===== src/rtl/trng_harvester.sv =====
// trng_harvester: drives the ring-oscillator enables, synchronises and XOR-combines the
// oscillator outputs, samples the result on a divided tick, packs accepted bits MSB-first
// into words and offers them on a valid/ready handshake.
// Optional build macro: TRNG_VON_NEUMANN_EN enables von Neumann debiasing of tick bits.
module trng_harvester #(
    parameter int unsigned NUM_RO        = 4,
    parameter int unsigned WORD_W        = 8,
    parameter int unsigned SYNC_STAGES   = 2,
    parameter int unsigned SAMPLE_DIV    = 4,
    parameter int unsigned WARMUP_CYCLES = 16
) (
    input  logic              clk,
    input  logic              rst,
    input  logic              enable,
    input  logic [NUM_RO-1:0] ro_in,
    output logic              ro_en,
    output logic [WORD_W-1:0] rnd_data,
    output logic              rnd_valid,
    input  logic              rnd_ready
);

    localparam int unsigned WarmW = (WARMUP_CYCLES > 1) ? $clog2(WARMUP_CYCLES) : 1;
    localparam int unsigned DivW  = (SAMPLE_DIV > 1) ? $clog2(SAMPLE_DIV) : 1;
    localparam int unsigned CntW  = $clog2(WORD_W + 1);

    localparam logic [WarmW-1:0] WarmLast = WarmW'(WARMUP_CYCLES - 1);
    localparam logic [DivW-1:0]  DivLast  = DivW'(SAMPLE_DIV - 1);
    localparam logic [CntW-1:0]  CntFull  = CntW'(WORD_W);

    localparam logic [1:0] StIdle    = 2'd0;
    localparam logic [1:0] StWarmup  = 2'd1;
    localparam logic [1:0] StCollect = 2'd2;
    localparam logic [1:0] StFull    = 2'd3;

    logic [SYNC_STAGES-1:0][NUM_RO-1:0] sync_q;
    logic                               raw_bit;

    logic [1:0]        state_q, state_d;
    logic [WarmW-1:0]  warm_q, warm_d;
    logic [DivW-1:0]   div_q, div_d;
    logic [CntW-1:0]   cnt_q, cnt_d;
    logic [WORD_W-1:0] shift_q, shift_d;
    logic [WORD_W-1:0] data_q, data_d;
    logic              valid_q, valid_d;
    logic              ro_en_q;

    logic collecting;
    logic tick;
    logic accept;
    logic accept_bit;

    // Multi-flop synchroniser for every asynchronous oscillator output.
    always_ff @(posedge clk) begin
        if (rst) begin
            sync_q <= '0;
        end else begin
            sync_q <= {sync_q[SYNC_STAGES-2:0], ro_in};
        end
    end

    assign raw_bit = ^sync_q[SYNC_STAGES-1];

    // Sampling only happens while a word is still being filled and enable holds.
    assign collecting = (state_q == StCollect) && enable && (cnt_q != CntFull);
    assign tick       = collecting && (div_q == DivLast);

`ifdef TRNG_VON_NEUMANN_EN
    logic pair_full_q, pair_full_d;
    logic pair_bit_q, pair_bit_d;
    logic pair_clr;

    // Pair state is dropped whenever sampling is not active, so every COLLECT entry
    // starts on a fresh pair.
    assign pair_clr = !collecting;

    // Pair up tick bits; a differing pair emits its first bit, 00 and 11 emit nothing.
    always_comb begin
        accept      = 1'b0;
        accept_bit  = pair_bit_q;
        pair_full_d = pair_full_q;
        pair_bit_d  = pair_bit_q;
        if (pair_clr) begin
            pair_full_d = 1'b0;
            pair_bit_d  = 1'b0;
        end else if (tick) begin
            if (!pair_full_q) begin
                pair_full_d = 1'b1;
                pair_bit_d  = raw_bit;
            end else begin
                pair_full_d = 1'b0;
                pair_bit_d  = 1'b0;
                accept      = (raw_bit != pair_bit_q);
            end
        end
    end

    // Pair state registers.
    always_ff @(posedge clk) begin
        if (rst) begin
            pair_full_q <= 1'b0;
            pair_bit_q  <= 1'b0;
        end else begin
            pair_full_q <= pair_full_d;
            pair_bit_q  <= pair_bit_d;
        end
    end
`else
    assign accept     = tick;
    assign accept_bit = raw_bit;
`endif

    // Harvest FSM: warmup, divided sampling, word hand-off; enable=0 aborts from anywhere.
    always_comb begin
        state_d = state_q;
        warm_d  = warm_q;
        div_d   = div_q;
        cnt_d   = cnt_q;
        shift_d = shift_q;
        data_d  = data_q;
        valid_d = valid_q;
        if (!enable && (state_q != StIdle)) begin
            state_d = StIdle;
            warm_d  = '0;
            div_d   = '0;
            cnt_d   = '0;
            shift_d = '0;
            data_d  = '0;
            valid_d = 1'b0;
        end else begin
            case (state_q)
                StIdle: begin
                    if (enable) begin
                        state_d = StWarmup;
                        warm_d  = WarmLast;
                    end
                end
                StWarmup: begin
                    if (warm_q == '0) begin
                        state_d = StCollect;
                        div_d   = '0;
                        cnt_d   = '0;
                    end else begin
                        warm_d = warm_q - 1'b1;
                    end
                end
                StCollect: begin
                    if (cnt_q == CntFull) begin
                        data_d  = shift_q;
                        valid_d = 1'b1;
                        state_d = StFull;
                        cnt_d   = '0;
                    end else begin
                        div_d = (div_q == DivLast) ? '0 : div_q + 1'b1;
                        if (accept) begin
                            shift_d = {shift_q[WORD_W-2:0], accept_bit};
                            cnt_d   = cnt_q + 1'b1;
                        end
                    end
                end
                StFull: begin
                    if (valid_q && rnd_ready) begin
                        valid_d = 1'b0;
                        state_d = StCollect;
                        div_d   = '0;
                    end
                end
                default: begin
                    state_d = StIdle;
                end
            endcase
        end
    end

    // State and datapath registers; ro_en follows the next state so it tracks state_q.
    always_ff @(posedge clk) begin
        if (rst) begin
            state_q <= StIdle;
            warm_q  <= '0;
            div_q   <= '0;
            cnt_q   <= '0;
            shift_q <= '0;
            data_q  <= '0;
            valid_q <= 1'b0;
            ro_en_q <= 1'b0;
        end else begin
            state_q <= state_d;
            warm_q  <= warm_d;
            div_q   <= div_d;
            cnt_q   <= cnt_d;
            shift_q <= shift_d;
            data_q  <= data_d;
            valid_q <= valid_d;
            ro_en_q <= (state_d != StIdle);
        end
    end

    assign ro_en     = ro_en_q;
    assign rnd_data  = data_q;
    assign rnd_valid = valid_q;

endmodule


===== config.mk =====
export PLATFORM = sky130hd
export DESIGN_NAME = trng_harvester
export DESIGN_NICKNAME = d
export VERILOG_FILES = /design/src/rtl/trng_harvester.sv
export SDC_FILE = /design/constraint.sdc
export NUM_CORES = 1
export LEC_CHECK = 0
export CORE_ASPECT_RATIO = 1.5
export CORE_MARGIN = 3
export CORE_UTILIZATION = 50
export CTS_CLUSTER_DIAMETER = 50
export DETAILED_ROUTE_END_ITERATION = 12
export PLACE_DENSITY = 0.82
export SYNTH_ARGS = -nofsm -noshare
export SYNTH_HDL_FRONTEND = slang
export SYNTH_SLANG_ARGS = --single-unit

===== constraint.sdc =====
create_clock -name clk -period 1.85 [get_ports clk]
set_clock_uncertainty 0.1 [all_clocks]
set_input_delay 0.37 -clock clk [delete_from_list [all_inputs] [get_ports clk]]
set_output_delay 0.37 -clock clk [all_outputs]
set_load 0.01 [all_outputs]

==> results.yml <==
pwr:
  irDropWorstVdd_mv: 0.7263
  power_density_nw_per_um2: 1080
  p_leak_nw: 0.9050
timing:
  tightestPinTransition_ns: 0.4553
  drv_slew: 0
  finalSetupTns_ns: 0
  finalWorstSetupSlack_ns: 0.01068
  setup_viol: 0
  period_needed_ns: 1.839
  rsz0062_at_grt: "yes"
  clock.fmax_mhz: 543.7
  fin_crit_sh: 0.9942
  max_slew_margin: 0.6959
  finalHoldViolations: 0
synth:
  synth_top_area_share: 0.4396
  ys_seq_area_frac: 0.4396
  synth-seq-cells: 38
  avgSynthCellArea_um2: 9.354
  mappedNetlistNets: 203
  synthArstFlopShare: 0
  yosysWarnings: 0
  synth_edf_count: 0
  synthTopCellsByArea: "dfxtp_1, ha_1, mux2i_1, a21oi_1, nand2_1"
  netlist_instances: 185
  synth_area_um2: 1730
  synth_top_cell_by_area: "dfxtp_1"
  yosysUniqueCellTypes: 42
  synthFlopType: "dfxtp_1"
clocking:
  cts.path.max_buffers: 2
  hold_buffers: 0
  cts_tree: "done"
  cts_root_buf: "clkbuf_8"
  clock_sinks: 38
  h-tree-depth: 2
  clock_latency_ns: 0.29
  clk_pin_slew_ns: 0.07
  cts_buffers: 5
flow_run:
  timing.max_cap.violations: 0
detailed_routing:
  wl_per_cell_um: 14.45
  vias: 1422
  dr.pass1.iters: 4
  drc: 0
  ant_nets: 0
  via_per_inst: 5.490
  dr.first_iter.drc_count: 41
  drt-total-wl_um: 3742
global_route:
  grt_max_degree: 23
  gr-total-overflow: 0
  grt_antenna_before_repair: 0
  grt_usage: 0.1971
  grt_pass1_wl_um: 6072
  grt_pass1_vias: 1418
setup_path:
  path_class: "flip-flop to flip-flop"
  end_kind: "flip-flop"
  critical_path_required_ns: 1.94
  crit_path_max_fanout: 4
  arrival_ns: 1.92
  startpoint_type: "flip-flop"
floorplan:
  num_rows: 25
  core-area_um2: 3222
  dieArea_um2: 4217
  die_h_um: 78.05
  initial_core_util: 0.5371
  pin_count: 18
  die_width_um: 54.04
final_layout:
  drive_gt1_frac: 0.2146
  n_antenna_cell: 0
  area_growth_pct: 29.86
  nNetsFinal: 236
worst_hold_path:
  hold_class: "flip-flop to flip-flop"
placement:
  place_congestion: 0.7928
  dpl.hpwl_um: 2726
  place_ws_ns: -0.09293
  portBuffers: 17
status:
  status: "completed"
## stage by stage
step                hold WS (ns)  area, um^2    util  instances  power [mW]
detailed placement        0.3371        2057  0.6384        250       1.511
floorplan                 0.3138        1735       -        185       1.280
global placement          0.3183        2057  0.6384        250       1.486
finish                    0.3472        2247  0.6975        259       2.426
CTS                       0.3552        2212  0.6866        258       2.388
global route              0.3649        2247  0.6975        259       2.539
## report_power, final
group	switching, mW	internal [mW]	total, mW
combinational	0.329	0.326	0.655
sequential	0.0383	0.869	0.908
clock	0.289	0.575	0.864
## kinds of logic (layout without fill, tap and decap cells)
kind of cell,Yosys count,after routing,synth area share
multiplexers,11,11,0.06363
XOR/XNOR,4,4,0.02025
flip-flops,38,38,0.4396
AND/OR/NAND/NOR,64,64,0.1923
AO/OA/AOI/OAI,38,38,0.1634
buffers and inverters,20,54,0.04845
adder cells (fa/ha/maj),10,10,0.07231
## synthesized netlist by cell type (3+ instances only)
library cell and number:
nand4_1 3, nor2_1 9, o21ai_0 4, nand2b_1 3
nand2_1 20, a21oi_1 19, ha_1 10, inv_1 8
nor3_1 4, nand3_1 6, clkbuf_1 5, mux2i_1 11
buf_2 4, nor2b_1 8, dfxtp_1 38
## cell type report
type,count,area [um^2]
fillers,238,974.7
multi-input cells,127,928.4
flip-flops and latches,38,763.2
repair buffers,36,325.3
clock buffers,6,82.58
clock inverters,2,60.06
well taps,40,50.05
inverters,10,37.54
## sequential cells by signal, summed over array words and instances (netlist names)
signal,flops
div_q,2
warm_q,4
rnd_valid,1
rnd_data,8
shift_q,8
cnt_q,4
sync_q,8
state_q,2
ro_en,1
## critical path, cell delays in order (launching register included)
cell and delay, ns:
dfxtp_2 0.33, inv_2 0.06, ha_4 0.14, or3b_4 0.42
a2111oi_4 0.36, mux2i_1 0.28, nor2_2 0.05
## path summary, 6_finish.rpt
check	start	to	slack [ns]	depth (start not counted)
setup / recovery	warm_q[1]	div_q[0]	0.01	6
hold / removal	sync_q[2]	sync_q[6]	0.35	1
setup reg to reg	warm_q[1]	div_q[0]	0.01	6
hold reg to reg	sync_q[2]	sync_q[6]	0.35	1
## routing by layer
| metal | global-route usage | vias up | wire, um |
|---|---|---|---|
| li1 | - | 694 | - |
| met3 | 0.03985 | 12 | 134 |
| met4 | 0.1047 | 0 | 118 |
| met5 | 0 | - | 0 |
| met2 | 0.3447 | 48 | 2060 |
| met1 | 0.2109 | 668 | 1429 |
## placed cells by master, fill, tap and decap left out, types with 2 or more instances in the layout
cell type,instances
xnor2_1,2
xor2_1,2
ha_1,8
dfxtp_2,2
clkdlybuf4s50_1,17
nor2_1,9
clkbuf_8,6
dfxtp_1,36
nor3_1,4
or2_2,2
nand4_1,3
a2111oi_4,2
nand2_1,20
a21oi_1,19
a211oi_1,2
bufinv_16,2
ha_4,2
mux2i_1,10
nor2b_1,8
nand2b_1,3
inv_1,6
nand3_1,6
inv_2,4
buf_4,18
o21ai_0,4
## what timing repair did
action,in CTS,in global routing
gates resized for setup,2,4
setup buffers,0,1
setup endpoints to repair,6,8
hold endpoints to repair,0,0
pin swaps,1,2
Note: power is estimated with default switching activity, not from simulation.
